<file path="src/rtl/fetch_queue.sv">
// fetch_queue: owns the fetch PC, issues word reads to instruction memory,
// buffers returned instructions with their PCs and hands them to decode.
// A redirect flushes buffered and in-flight instructions and restarts fetch.
// Optional feature macro: FETCH_MISALIGN_CHECK_EN (misaligned redirect halts
// fetch and sets a sticky error flag; otherwise redirect_pc[1:0] is ignored).
module fetch_queue #(
   parameter int unsigned DEPTH    = 4,
   parameter logic [31:0] RESET_PC = 32'h0000_0000
) (
   input  logic        clk,
   input  logic        reset,
   output logic        imem_req,
   output logic [31:0] imem_addr,
   input  logic        imem_gnt,
   input  logic        imem_rvalid,
   input  logic [31:0] imem_rdata,
   input  logic        redirect,
   input  logic [31:0] redirect_pc,
   output logic        id_valid,
   input  logic        id_ready,
   output logic [31:0] id_instr,
   output logic [31:0] id_pc,
   output logic        misalign_err
);

   localparam int unsigned PW = (DEPTH > 1) ? $clog2(DEPTH) : 1;
   localparam int unsigned CW = $clog2(DEPTH) + 1;

   typedef struct packed {
      logic [31:0] instr;
      logic [31:0] pc;
   } fq_entry_t;

   typedef enum logic {
      S_RUN  = 1'b0,
      S_HALT = 1'b1
   } state_t;

   state_t          state_q, state_d;
   logic            misalign_q, misalign_d;
   logic [31:0]     fetch_pc_q, fetch_pc_d;
   logic [31:0]     resp_pc_q, resp_pc_d;
   logic [CW-1:0]   count_q, count_d;
   logic [CW-1:0]   outstanding_q, outstanding_d;
   logic [CW-1:0]   discard_q, discard_d;
   logic [PW-1:0]   wr_ptr_q, wr_ptr_d;
   logic [PW-1:0]   rd_ptr_q, rd_ptr_d;
   logic            imem_req_q, imem_req_d;
   logic            id_valid_q, id_valid_d;
   logic [31:0]     id_instr_q, id_instr_d;
   logic [31:0]     id_pc_q, id_pc_d;
   fq_entry_t       mem_q [DEPTH];

   logic            grant_c;
   logic            pop_c;
   logic            keep_c;
   logic            misalign_c;
   logic [31:0]     redir_pc_c;
   fq_entry_t       push_entry_c;
   fq_entry_t       head_c;

`ifdef FETCH_MISALIGN_CHECK_EN
   // Misaligned redirects are reported and halt fetch.
   assign redir_pc_c = redirect_pc;
   assign misalign_c = redirect && (redirect_pc[1:0] != 2'b00);
`else
   // Low address bits are dropped; the halt path is never taken.
   logic unused_pc_lsb;
   assign unused_pc_lsb = ^redirect_pc[1:0];
   assign redir_pc_c    = {redirect_pc[31:2], 2'b00};
   assign misalign_c    = 1'b0;
`endif

   assign grant_c      = imem_req_q && imem_gnt;
   assign pop_c        = id_valid_q && id_ready && !redirect;
   assign keep_c       = imem_rvalid && (discard_q == '0) && !redirect;
   assign push_entry_c = '{instr: imem_rdata, pc: resp_pc_q};

   // FSM next state and sticky misalignment flag.
   always_comb begin
      state_d    = state_q;
      misalign_d = misalign_q;
      case (state_q)
         S_RUN:   if (misalign_c) state_d = S_HALT;
         S_HALT:  if (redirect && !misalign_c) state_d = S_RUN;
         default: state_d = S_RUN;
      endcase
      if (misalign_c) misalign_d = 1'b1;
   end

   // Datapath next state: PCs, credits, FIFO pointers and registered outputs.
   always_comb begin
      fetch_pc_d    = fetch_pc_q;
      resp_pc_d     = resp_pc_q;
      discard_d     = discard_q;
      wr_ptr_d      = wr_ptr_q;
      rd_ptr_d      = rd_ptr_q;
      id_instr_d    = id_instr_q;
      id_pc_d       = id_pc_q;
      head_c        = push_entry_c;

      outstanding_d = outstanding_q + CW'(grant_c) - CW'(imem_rvalid);
      count_d       = count_q + CW'(keep_c) - CW'(pop_c);

      if (grant_c) fetch_pc_d = fetch_pc_q + 32'd4;
      if (imem_rvalid && (discard_q != '0)) discard_d = discard_q - CW'(1);
      if (keep_c) begin
         resp_pc_d = resp_pc_q + 32'd4;
         wr_ptr_d  = wr_ptr_q + PW'(1);
      end
      if (pop_c) rd_ptr_d = rd_ptr_q + PW'(1);

      // Flush everything; every request still in flight becomes a discard.
      if (redirect) begin
         fetch_pc_d = redir_pc_c;
         resp_pc_d  = redir_pc_c;
         discard_d  = outstanding_d;
         count_d    = '0;
         wr_ptr_d   = '0;
         rd_ptr_d   = '0;
      end

      // New head is either a stored entry or the word being pushed into an empty queue.
      if (!(keep_c && ((count_q - CW'(pop_c)) == '0))) head_c = mem_q[rd_ptr_d];
      if (count_d != '0) begin
         id_instr_d = head_c.instr;
         id_pc_d    = head_c.pc;
      end

      id_valid_d = (count_d != '0);
      imem_req_d = (state_d == S_RUN) && ((count_d + outstanding_d) < CW'(DEPTH));
   end

   // State registers.
   always_ff @(posedge clk or negedge reset) begin
      if (!reset) begin
         state_q       <= S_RUN;
         misalign_q    <= 1'b0;
         fetch_pc_q    <= RESET_PC;
         resp_pc_q     <= RESET_PC;
         count_q       <= '0;
         outstanding_q <= '0;
         discard_q     <= '0;
         wr_ptr_q      <= '0;
         rd_ptr_q      <= '0;
         imem_req_q    <= 1'b0;
         id_valid_q    <= 1'b0;
         id_instr_q    <= '0;
         id_pc_q       <= '0;
      end else begin
         state_q       <= state_d;
         misalign_q    <= misalign_d;
         fetch_pc_q    <= fetch_pc_d;
         resp_pc_q     <= resp_pc_d;
         count_q       <= count_d;
         outstanding_q <= outstanding_d;
         discard_q     <= discard_d;
         wr_ptr_q      <= wr_ptr_d;
         rd_ptr_q      <= rd_ptr_d;
         imem_req_q    <= imem_req_d;
         id_valid_q    <= id_valid_d;
         id_instr_q    <= id_instr_d;
         id_pc_q       <= id_pc_d;
      end
   end

   // FIFO storage; contents are qualified by the pointers, so no reset.
   always_ff @(posedge clk) begin
      if (keep_c) mem_q[wr_ptr_q] <= push_entry_c;
   end

   assign imem_req     = imem_req_q;
   assign imem_addr    = fetch_pc_q;
   assign id_valid     = id_valid_q;
   assign id_instr     = id_instr_q;
   assign id_pc        = id_pc_q;
   assign misalign_err = misalign_q;

endmodule

</file>
<file path="config.mk">
export PLATFORM = sky130hd
export DESIGN_NAME = fetch_queue
export DESIGN_NICKNAME = d
export VERILOG_FILES = /design/src/rtl/fetch_queue.sv
export SDC_FILE = /design/constraint.sdc
export NUM_CORES = 1
export LEC_CHECK = 0
export CAP_MARGIN = 20
export CORE_ASPECT_RATIO = 0.7
export CORE_MARGIN = 4
export CORE_UTILIZATION = 45
export DETAILED_ROUTE_END_ITERATION = 8
export PLACE_DENSITY = 0.68
export REMOVE_ABC_BUFFERS = 1
export SLEW_MARGIN = 20
export SYNTH_ARGS = -nofsm -noshare
export SYNTH_HDL_FRONTEND = slang
export SYNTH_SLANG_ARGS = --single-unit
</file>
<file path="constraint.sdc">
create_clock -name clk -period 3.05 [get_ports clk]
set_clock_uncertainty 0.05 [all_clocks]
set_input_delay 0.7625 -clock clk [delete_from_list [all_inputs] [get_ports clk]]
set_output_delay 0.7625 -clock clk [all_outputs]
set_load 0.05 [all_outputs]
</file>
[After elaboration in Yosys (flattened, before gate mapping)]
Memories as Yosys holds them, arrays and structs flattened.
Cells that the tools add are included.
Storage, ports and cells
  memories: 1
  register bits: 144
  word-level logic and storage cells: 59
  RAM bits: 256
  input bits: 70
  output and inout port bits: 99
Memories
  mem_q: depth 4, width 64, rd ports 1, clocked after Yosys merged registers in 0, wr ports 1, RTL line 52  | fq_entry_t mem_q [DEPTH];
Cells by class
  add/sub/neg operators: 11
  $lt $le $gt $ge: 1
  reductions and logical operators: 16
  bitwise operators: 2
  multiplexer cells: 16
Operators by type and width (count)
  32-bit 2-to-1 mux: 4
  32-bit by 3-bit adder with 32-bit output, second input constant: 2
  64-bit 2-to-1 mux: 1
  3-bit 2-to-1 mux: 3
  3-bit by 1-bit subtractor with 3-bit output: 3
  1-bit logical AND: 8
  2-bit 2-to-1 mux: 4
  3-bit by 1-bit adder with 3-bit output: 2
  3-bit zero test: 2
  2-bit nonzero test: 3
  3-bit nonzero test: 2
  2-bit by 1-bit adder with 2-bit output, second input constant: 2
  3-bit adder: 1
  3-bit less-than comparator, second input constant: 1
  1-bit 2-to-1 mux: 3
  3-bit by 1-bit subtractor with 3-bit output, second input constant: 1
  1-bit NOT: 2
  1-bit case mux with 2 select lines: 1
  1-bit zero test: 1

[Depth between registers and ports, before layout]
  word-level depth: 9
  mapped depth: 17
  mapped depth without buffers: 16

[Worst setup path after synthesis]
No wires, ideal clock.
  kind: input-to-reg
  start point: input port redirect
  end point: register id_instr_q[18], in the netlist id_instr[18]
  slack: -0.678 ns
  path buffers: 4
  cell stages on the path: 16
  arrival time: 3.552 ns
  setup time: 0.126 ns
  data required time: 2.874 ns
  cells stage by stage: buf_2 buf_2 clkbuf_1 nor2_1 ha_1 inv_1 ha_1 inv_1 fa_1 xnor3_1 nor2_2 nor3_4 inv_4 buf_6 and3_1 a221o_1
On the way
  cells in the longest elaborated chain, start to end: 6
  elaborated cells on any way between the ends: 14
  those cells by class: 3 x add/sub; 4 x mux; 6 x reduce/logical; 1 x memory
RTL lines
  start: declaration: RTL line 17  | input logic redirect,
  1-bit zero test: RTL line 75, 76
  1-bit logical AND: RTL line 76  | assign keep_c = imem_rvalid && (discard_q == '0) && !redirect;
  3-bit by 1-bit adder with 3-bit output: RTL line 103  | count_d = count_q + CW'(keep_c) - CW'(pop_c);
  3-bit by 1-bit subtractor with 3-bit output: RTL line 103
  3-bit 2-to-1 mux *: RTL line 114  | if (redirect) begin
  named net count_d[2]: RTL line 43  | logic [CW-1:0] count_q, count_d;
  3-bit nonzero test *
  named net id_valid_d: RTL line 49  | logic id_valid_q, id_valid_d;
  end signal: assignment: RTL line 162  | id_instr_q <= id_instr_d;
  end: declaration: RTL line 50  | logic [31:0] id_instr_q, id_instr_d;
The timed path passes the listed nets; every way through them passes the cells marked *.
A chain may end at the register's enable or synchronous reset.

[Worst setup path in the final report]
  start point: register discard_q[0]
  end point: register id_instr_q[1], in the netlist id_instr[1]
On the way
  cells in the longest elaborated chain, start to end: 7
  elaborated cells on any way between the ends: 9
  those cells by class: 2 x add/sub; 2 x mux; 5 x reduce/logical
RTL lines
  start: declaration: RTL line 45  | logic [CW-1:0] discard_q, discard_d;
  start signal: assignment: RTL line 157  | discard_q <= discard_d;
  3-bit zero test: RTL line 76
  1-bit logical AND (2 in series): RTL line 76
  3-bit by 1-bit adder with 3-bit output: RTL line 103
  3-bit by 1-bit subtractor with 3-bit output: RTL line 103
  3-bit 2-to-1 mux: RTL line 114
  named net count_d[1]: RTL line 43
  3-bit nonzero test: RTL line 125  | if (count_d != '0) begin
The timed path passes the listed nets, and every way through them passes these cells.

==> summary.txt <==
Floorplanning
  • Die X: 236 µm
  • Core Rows: 58
  • Ports: 169
  • Initial Utilization: 45.7%
  • Core Region: 35900 µm²
  • Die Y-Extent: 168 µm
  • Die area: 39600 µm²

Critical path
  • R2R depth: 18
  • Slowest cell on the critical path: fa_2
  • CP Max Fanout: 8
  • Slowest stage delay, CP: 540 ps
  • Crit. End Element: flip-flop
  • R2r startpoint: discard_q[0]
  • Critical Path AT: 3740 ps
  • CP Launch Type: flip-flop
  • Crit path kind: flip-flop to flip-flop
  • Req. time, crit path: 3420 ps
  • RR Endpoint: id_instr[1]
  • Worst-path cell chain: inv_2 -> ha_4 -> nand3b_1 -> nor2_2 -> inv_1 -> ha_1 -> inv_1 -> ha_2 -> inv_2 -> fa_2 -> nor2_4 -> nor3_4 -> buf_12 -> buf_8 -> nor2_4 -> buf_12 -> clkbuf_16 -> a221o_1
  • Worst R2R Setup Slack: -330 ps

Synth
  • Post-synth top area share: 45.4%
  • Sequential share of the synthesized area: 66.4%
  • Syn Std Cell Area: 16400 µm²
  • Synth cell count leaders: 248 x edfxtp_1, 213 x nand2_1, 138 x dfrtp_1
  • Largest area contributor in the netlist: edfxtp_1
  • Ys Warns: 0
  • Avg Synthesized Cell Area: 13.3 µm²
  • Ys async rst share: 35.8%
  • Mapped Cells: 1232
  • Top_reg_cell synth: edfxtp_1
  • Most common cell in the netlist: edfxtp_1
  • Post-synth EDFFs: 248
  • Count of cell types in the netlist: 53
  • Area contributors post-synth: edfxtp_1 45%, dfrtp_1 21%, nand2_1 4.9%
  • Yosys reg bits: 386

Outcome
  • Status: complete, but fails checks
  • Failing checks: setup timing

Route
  • DRT Pass-1 Iters: 5
  • Initial DRC Count: 994
  • Final ANT Viol Nets: 0
  • Drt via density: 5.70
  • DR WL/cell: 22.1 µm
  • Vias: 11130
  • Wirelength, routed: 43.2 mm
  • DRC Markers: 0

Pwr
  • Int Pwr: 11.8 mW
  • Clock power share: 23.8%
  • VDD IR max: 0.468 mV
  • Sequential Power Share: 37.4%
  • Power density over cell area: 889 nW/µm²
  • Leak: 8.00 nW
  • Logic pwr share: 38.8%
  • Sw Share: 36.1%
  • Switch Pwr: 6.67 mW

Place
  • Number of buffers added on ports: 161
  • Gpl congestion: 0.772
  • Detailed Place HPWL: 24.8 mm
  • Placed insts: 1848

Global route
  • Global route total overflow: 0
  • Total GRT Usage: 21.5%
  • Global-route wire length before repair: 67.5 mm
  • Vias in the first global route: 11503
  • Initial antenna violation count: 3
  • Largest net degree at the start of global routing: 66

Final layout
  • Nets: 1533
  • Ant. Diodes: 0
  • Layout cells sized above 1: 16.9%
  • # fillers: 2869
  • Fin util: 57.9%
  • Non-filler cells, final: 1953
  • Area Growth Syn to Fin: 26.7%

CTS
  • CTS tree: done
  • CTS buffer count: 37
  • Root cell of the clock tree: clkbuf_16
  • CTS H-tree lvls: 2
  • Hold_buf cts: 0
  • Max clock buf depth: 3
  • Clk_lat worst skew: 530 ps
  • CTS sink cnt: 386
  • Clk slew on worst S/H paths: 60 ps

Timing
  • Fmax: 296 MHz
  • Final Max Slew Viols: 0
  • Least-Margin Pin Slew: 616 ps
  • Hold Vio Cnt, Final: 0
  • Post-route setup TNS: -17490 ps
  • Crit path setup slack, layout: -329 ps
  • Setup-failing EPs final: 64
  • Fin crit share: 111%
  • Slew headroom: 58.8%
  • Unrepaired setup endpoints after global routing: true
  • Final min period: 3380 ps

Hold path
  • Hold crit path type: input pin to async pin

Job
  • Total of max-cap violations: 0
-- repair_timing --
item | 4_1_cts | 5_1_grt
buffers inserted | 34 | 1
resized for setup | 54 | 17
pin swaps | 20 | 14
endpoints found under the setup margin | 64 | 68
cloned | 11 | 1
-- cells by family after synthesis --
| kind of cell | after synthesis | share of synthesized area (%) |
|---|---|---|
| other | 1 | 0.0229 |
| multiplexers | 56 | 3.87 |
| buffers and inverters | 110 | 3.18 |
| XOR/XNOR | 62 | 3.39 |
| adder cells (fa/ha/maj) | 16 | 1.31 |
| AND/OR/NAND/NOR | 395 | 12.1 |
| flip-flops | 386 | 66.4 |
| AO/OA/AOI/OAI | 206 | 9.69 |
-- final cells by class --
| type | count | area (µm²) | area share (%) |
|---|---|---|---|
| timing repair buffer | 255 | 2840 | 13.7 |
| sequential | 386 | 10900 | 52.4 |
| multi-input combinational | 740 | 5160 | 24.8 |
| inverter | 24 | 109 | 0.523 |
| clock buffer | 54 | 1050 | 5.05 |
| clock inverter | 11 | 87.6 | 0.421 |
| timing repair inverter | 3 | 51.3 | 0.247 |
| tap | 480 | 601 | 2.89 |
-- placed cells by master (no fill, tap or decap), drive strengths merged, types with 4 or more instances in the layout --
cell type	instances
nand3	24
nor2b	4
ha	14
buf	94
nor3	14
dfrtp	138
a32oi	62
and3	75
mux2	50
inv	29
nand4	12
edfxtp	248
clkinv	7
xor2	31
nor4	15
nand2	213
nor2	20
a221o	62
xnor2	30
and4	7
clkdlybuf4s50	158
conb	5
o21ai	4
a21oi	71
mux2i	6
clkbuf	55
-- worst max-delay path by stage --
stage / from / end / slack [ps] / depth (start not counted)
6_report: discard_q[0] / id_instr[1] / -330 / 18
5_1_grt: discard_q[1] / id_instr[30] / -450 / 19
4_1_cts: discard_q[1] / id_instr[12] / -310 / 18
3_5_place_dp: imem_rvalid / id_pc[5] / -1100 / 15
3_3_place_gp: imem_rvalid / id_pc[12] / -1020 / 15
2_1_floorplan: id_ready / id_instr[0] / -1860 / 6
-- registers in the layout, summed over array words and instances (netlist names), 2 cells and up --
| name | cells |
|---|---|
| count_q | 3 |
| discard_q | 3 |
| id_instr | 32 |
| id_pc | 30 |
| imem_addr | 30 |
| mem_q | 248 |
| outstanding_q | 3 |
| rd_ptr_q | 2 |
| resp_pc_q | 30 |
| wr_ptr_q | 2 |
-- power groups by stage --
stage                     clock network (mW)  registers (mW)  logic, mW
after CTS                               4.48            6.93       7.12
after detailed placement                   0            7.01       5.75
final                                   4.41            6.92       7.17
after floorplan                            0            8.39       1.94
after global routing                    4.71            7.01       7.51
after global placement                     0            7.01       5.64
-- worst max-delay path: cells and delay by family, from the launching register on --
| kind | cells | cell delay [ps] |
|---|---|---|
| simple gates | 5 | 580 |
| flops | 1 | 370 |
| buf+inv | 8 | 830 |
| compound gates | 1 | 320 |
| fa+ha+maj | 4 | 1130 |
-- stage by stage --
stage | area [µm²] | hold slack, ps | worst slack (ps) | power (mW)
after global placement | 18900 | 445 | -1020 | 12.7
after CTS | 20800 | 173 | -308 | 18.5
after detailed placement | 18900 | 451 | -1100 | 12.8
after floorplan | 16000 | 417 | -1860 | 10.3
after global routing | 20800 | 196 | -452 | 19.2
final | 20800 | 168 | -329 | 18.5
-- routing by layer --
metal | wire (µm) | vias up | track usage (%) | part of all wire [%]
met5 | 31 | - | 0 | 0.072
met4 | 999 | 6 | 5.43 | 2.3
met3 | 3250 | 64 | 4.44 | 7.5
met2 | 19400 | 445 | 33.5 | 45
met1 | 19500 | 5560 | 31.2 | 45
li1 | - | 5055 | - | -
Power figures use the tool's default switching activity.
